## config.mk

```make
export PLATFORM = sky130hd
export DESIGN_NAME = if_id_queue
export DESIGN_NICKNAME = d
export VERILOG_FILES = /design/src/rtl/if_id_queue.sv
export SDC_FILE = /design/constraint.sdc
export NUM_CORES = 1
export LEC_CHECK = 0
export ABC_AREA = 1
export CELL_PAD_IN_SITES_DETAIL_PLACEMENT = 2
export CELL_PAD_IN_SITES_GLOBAL_PLACEMENT = 2
export CORE_ASPECT_RATIO = 1.4
export CORE_UTILIZATION = 40
export CTS_CLUSTER_SIZE = 8
export DETAILED_ROUTE_END_ITERATION = 10
export GPL_TIMING_DRIVEN = 0
export PLACE_DENSITY_LB_ADDON = 0.12
export SKIP_LAST_GASP = 1
export SLEW_MARGIN = 20
export SYNTH_ARGS = -nofsm -noshare
export SYNTH_HDL_FRONTEND = slang
export SYNTH_SLANG_ARGS = --single-unit
export TNS_END_PERCENT = 5
```

## constraint.sdc

```tcl
create_clock -name clk -period 7.51 [get_ports clk]
set_input_delay 1.502 -clock clk [delete_from_list [all_inputs] [get_ports clk]]
set_output_delay 1.502 -clock clk [all_outputs]
set_load 0.01 [all_outputs]
```

## src/rtl/if_id_queue.sv

```systemverilog
// IF/ID instruction queue: circular buffer of {instr, pc4} pairs between fetch and decode.
// Valid/ready on both sides; a synchronous flush discards everything on a redirect.
module if_id_queue #(
  parameter int DEPTH  = 4,
  parameter int ADDR_W = 2
) (
  input  logic              clk,
  input  logic              reset,
  input  logic              in_valid,
  input  logic [31:0]       in_instr,
  input  logic [31:0]       in_pc4,
  output logic              in_ready,
  output logic              out_valid,
  output logic [31:0]       out_instr,
  output logic [31:0]       out_pc4,
  input  logic              out_ready,
  input  logic              flush,
  output logic [ADDR_W:0]   count
);

  localparam logic [ADDR_W:0] FULL = (ADDR_W + 1)'(DEPTH);
  localparam logic [ADDR_W:0] ONE  = (ADDR_W + 1)'(1);

  logic [63:0]       mem [DEPTH];
  logic [ADDR_W-1:0] wr_ptr;
  logic [ADDR_W-1:0] rd_ptr;
  logic [ADDR_W:0]   count_q;
  logic              push;
  logic              pop;

  assign in_ready  = (count_q != FULL);
  assign out_valid = (count_q != '0);
  assign push      = in_valid & in_ready;
  assign pop       = out_valid & out_ready;
  assign count     = count_q;

  // Empty queue presents a nop so decode never sees stale data.
  assign out_instr = out_valid ? mem[rd_ptr][63:32] : 32'h0;
  assign out_pc4   = out_valid ? mem[rd_ptr][31:0]  : 32'h0;

  always_ff @(posedge clk or posedge reset) begin
    if (reset) begin
      wr_ptr  <= '0;
      rd_ptr  <= '0;
      count_q <= '0;
    end else if (flush) begin
      wr_ptr  <= '0;
      rd_ptr  <= '0;
      count_q <= '0;
    end else begin
      if (push) wr_ptr <= wr_ptr + 1'b1;
      if (pop)  rd_ptr <= rd_ptr + 1'b1;
      if (push && !pop)      count_q <= count_q + ONE;
      else if (pop && !push) count_q <= count_q - ONE;
    end
  end

  // Storage is deliberately not reset.
  always_ff @(posedge clk) begin
    if (push && !flush) mem[wr_ptr] <= {in_instr, in_pc4};
  end

endmodule

```

==> results.sh <==
export IMPL_period_share_pct=57.69
export IMPL_hold_violations=0
export IMPL_gp_congestion=0.7033
export IMPL_fin_skew_ns=0.01109
export IMPL_io_pins=138
export IMPL_final_setup_tns_ns=0
export IMPL_setup_viol=0
export IMPL_routed_via_count=7220
export IMPL_place_inst=1286
export IMPL_clk_pin_slew_ns=0.05
export IMPL_grt_max_degree=23
export IMPL_clock_latency_ns=0.50
export IMPL_rsz0062_at_grt="false"
export IMPL_port_buffers=137
export IMPL_clockPowerShare_pct=31.1
export IMPL_relSlewSlack_pct=50.46
export IMPL_p_leak_nw=4.621
export IMPL_maxCapViolations=0
export IMPL_worstReg2RegEnd="mem[3][4]$_DFFE_PP_"
export IMPL_first_global_vias=8274
export IMPL_fp_row_count=69
export IMPL_crit_family="buffers and inverters"
export IMPL_status="completed"
export IMPL_cp_slowest_cell="buf_1"
export IMPL_hold_start="count[0]$_DFFE_PP0P_"
export IMPL_ys_warn_count=0
export IMPL_clock_fmax_ghz=0.2308
export IMPL_combPwrFrac_pct=33.8
export IMPL_path_cells="inv_1, buf_2, buf_1, nor2_1, o21ai_0, a21oi_1, clkdlybuf4s50_1"
export IMPL_htree_levels=2
export IMPL_reg2reg_slack_ns=4.96
export IMPL_r2r_start="count[0]$_DFFE_PP0P_"
export IMPL_reg2regPathDepth=7
export IMPL_preCtsSetupSlack_ns=3.460
export IMPL_antenna_found_initial=3
export IMPL_slew_violations=0
export IMPL_final_core_utilization_pct=53.17
export IMPL_cts_tree="yes"
export IMPL_clockBufferDepth=3
export IMPL_switchingPower_mw=1.616
export IMPL_critPathKind="flop to primary output"
export IMPL_cts_buffers=38
export IMPL_critPathLaunchType="flop"
export IMPL_holdWs_ns=0.5951
export IMPL_setup_slack_ns=3.177
export IMPL_total_power_mw=4.987
export IMPL_nets=1081
export IMPL_required_ns=6.01
export IMPL_dpl_cell_area_sq_um=12440
export IMPL_power_per_cell_area_nw_per_um2=369.5
export IMPL_avgSynthCellArea_sq_um=12.65
export IMPL_cts_root_buf="clkbuf_16"
export IMPL_routed_via_density=5.404
export IMPL_dp_final_hpwl_um=20940
export IMPL_die_h_um=192.3
export IMPL_hold_end="count[0]$_DFFE_PP0P_"
export IMPL_layout_drive_gt1_share_pct=8.571
export IMPL_syn_inst=818
export IMPL_syn2layout_area_growth_pct=30.45
export IMPL_cp_slowest_stage_delay_ns=0.53
export IMPL_tightest_slew_ns=0.7413
export IMPL_ys_seq_area_share_pct=76.00
export IMPL_fp_coreArea_sq_um=25380
export IMPL_min_period_ns=4.333
export IMPL_die_area_sq_um=26520
export IMPL_arrival_ns=2.83
export IMPL_ir_drop_v=0.0002767
export IMPL_postCtsSetupRepairBufs=0
export IMPL_ys_ff_latch=263
export IMPL_syn_area_sq_um=10340
export IMPL_pwr_share_seq_pct=35.1
export IMPL_overflow=0
export IMPL_synth_cell_type_count=24
export IMPL_die_x_um=137.9
export IMPL_ant_nets=0
export IMPL_synth_net_count=892
export IMPL_wl_per_cell_um=24.26
export IMPL_stdcell_count=1336
export IMPL_hold_path_cell_count=1
export IMPL_finalInstanceArea_sq_um=13500
export IMPL_post_cts_resized=0
export IMPL_cp_num_buf_inv=4
export IMPL_critPathCaptureType="primary output"
export IMPL_cts_sinks=263
export IMPL_dr_pass1_iters=7
export IMPL_drc=0
export IMPL_switching_share_pct=32.41
export IMPL_worstHoldPathType="flop to flop"
export IMPL_drt_initial_drc_count=289
export IMPL_power_internal_mw=3.370
export IMPL_grt_usage_pct=25.16
export IMPL_start_util_pct=40.76
export IMPL_routed_wirelength_um=32410
export IMPL_grt_pass1_wl_um=48760
export IMPL_cp_max_fo=10
export IMPL_cts_hold_buf=0
## cell type report
cell class / instances / area [sq um]
well taps: 319 / 399.1
clock buffers: 48 / 1052
inverters: 18 / 67.56
flip-flops and latches: 263 / 7863
multi-input cells: 489 / 2201
diodes: 2 / 5.005
fillers: 2389 / 11890
repair buffers: 149 / 1664
plain buffers: 48 / 244.0
## kinds of logic (layout without fill, tap and decap cells)
| logic type | count (synthesis) | after routing | share of synthesized area, % |
|---|---|---|---|
| AO/OA/AOI/OAI | 197 | 197 | 9.567 |
| other | 0 | 2 | 0 |
| buffers and inverters | 66 | 263 | 3.012 |
| AND/OR/NAND/NOR | 285 | 285 | 10.57 |
| XOR/XNOR | 2 | 2 | 0.1694 |
| adder cells (fa/ha/maj) | 5 | 5 | 0.6773 |
| flip-flops | 263 | 263 | 76.00 |
## power groups by stage
stage | sequential [mW] | clock [mW] | combinational (mW)
4_1_cts | 1.75 | 1.58 | 1.72
2_1_floorplan | 1.78 | 0 | 0.761
3_5_place_dp | 1.78 | 0 | 1.70
5_1_grt | 1.76 | 1.63 | 1.83
6_report | 1.75 | 1.55 | 1.68
3_3_place_gp | 1.79 | 0 | 1.60
## cell usage after synthesis
| master | number | area, sq um |
|---|---|---|
| inv_1 | 15 | 56.30 |
| ha_1 | 4 | 50.05 |
| buf_4 | 14 | 105.1 |
| nand3_1 | 4 | 20.02 |
| o21ai_0 | 129 | 645.6 |
| clkinv_1 | 1 | 3.750 |
| nor2_1 | 263 | 987.2 |
| xor2_1 | 1 | 8.760 |
| nand2_1 | 10 | 37.54 |
| a21oi_1 | 64 | 320.3 |
| nand4_1 | 3 | 18.77 |
| dfrtp_1 | 7 | 175.2 |
| buf_1 | 10 | 37.54 |
| nor2_2 | 1 | 6.260 |
| nor3_1 | 1 | 5.000 |
| inv_2 | 2 | 7.510 |
| buf_2 | 9 | 45.04 |
| clkbuf_1 | 15 | 56.30 |
| a21oi_2 | 1 | 8.760 |
| xnor2_1 | 1 | 8.760 |
| edfxtp_1 | 256 | 7687 |
| fa_1 | 1 | 20.02 |
| o21ai_1 | 3 | 15.01 |
| nand2_2 | 3 | 18.77 |
## layout by cell type (no fill, tap or decap), types with 2 or more instances in the layout
cell type,netlist,layout
nand4_1,3,3
clkbuf_1,15,22
ha_1,4,4
buf_16,0,7
o21ai_0,129,129
edfxtp_1,256,256
nand2_2,3,3
nand3_1,4,4
o21ai_1,3,3
nor2_4,0,4
nand2_1,10,10
clkbuf_16,0,41
clkdlybuf4s50_1,0,137
buf_4,14,14
a21oi_1,64,64
buf_1,10,10
dfrtp_1,7,7
diode_2,0,2
nor2_1,263,259
inv_1,15,15
inv_2,2,2
buf_2,9,9
buf_12,0,5
## routing by layer
layer	global-route usage, %	up-vias	routed length, um	share of wire [%]
met5	0	-	13	0.040
met4	7.358	2	694	2.1
met3	4.177	57	1258	3.9
met2	47.17	191	17780	55
met1	28.80	3699	12660	39
li1	-	3271	-	-
## flip-flops by register name, summed over array words and instances, names as in the netlist
name	count
wr_ptr	2
rd_ptr	2
mem	256
count	3
## worst max-delay path by stage
| stage | slack [ns] | endpoint | depth (start not counted) | from |
|---|---|---|---|---|
| 4_1_cts | 3.11 | out_pc4[9] | 6 | rd_ptr[0]$_DFFE_PP0P_ |
| 3_5_place_dp | 3.46 | mem[3][3]$_DFFE_PP_ | 8 | in_valid |
| 3_3_place_gp | -0.56 | mem[1][3]$_DFFE_PP_ | 5 | in_valid |
| 6_report | 3.18 | out_pc4[9] | 7 | rd_ptr[1]$_DFFE_PP0P_ |
| 5_1_grt | 3.03 | out_pc4[13] | 6 | rd_ptr[0]$_DFFE_PP0P_ |
| 2_1_floorplan | 2.49 | mem[0][0]$_DFFE_PP_ | 4 | in_valid |
No activity file was read; power rests on OpenSTA's default activity.
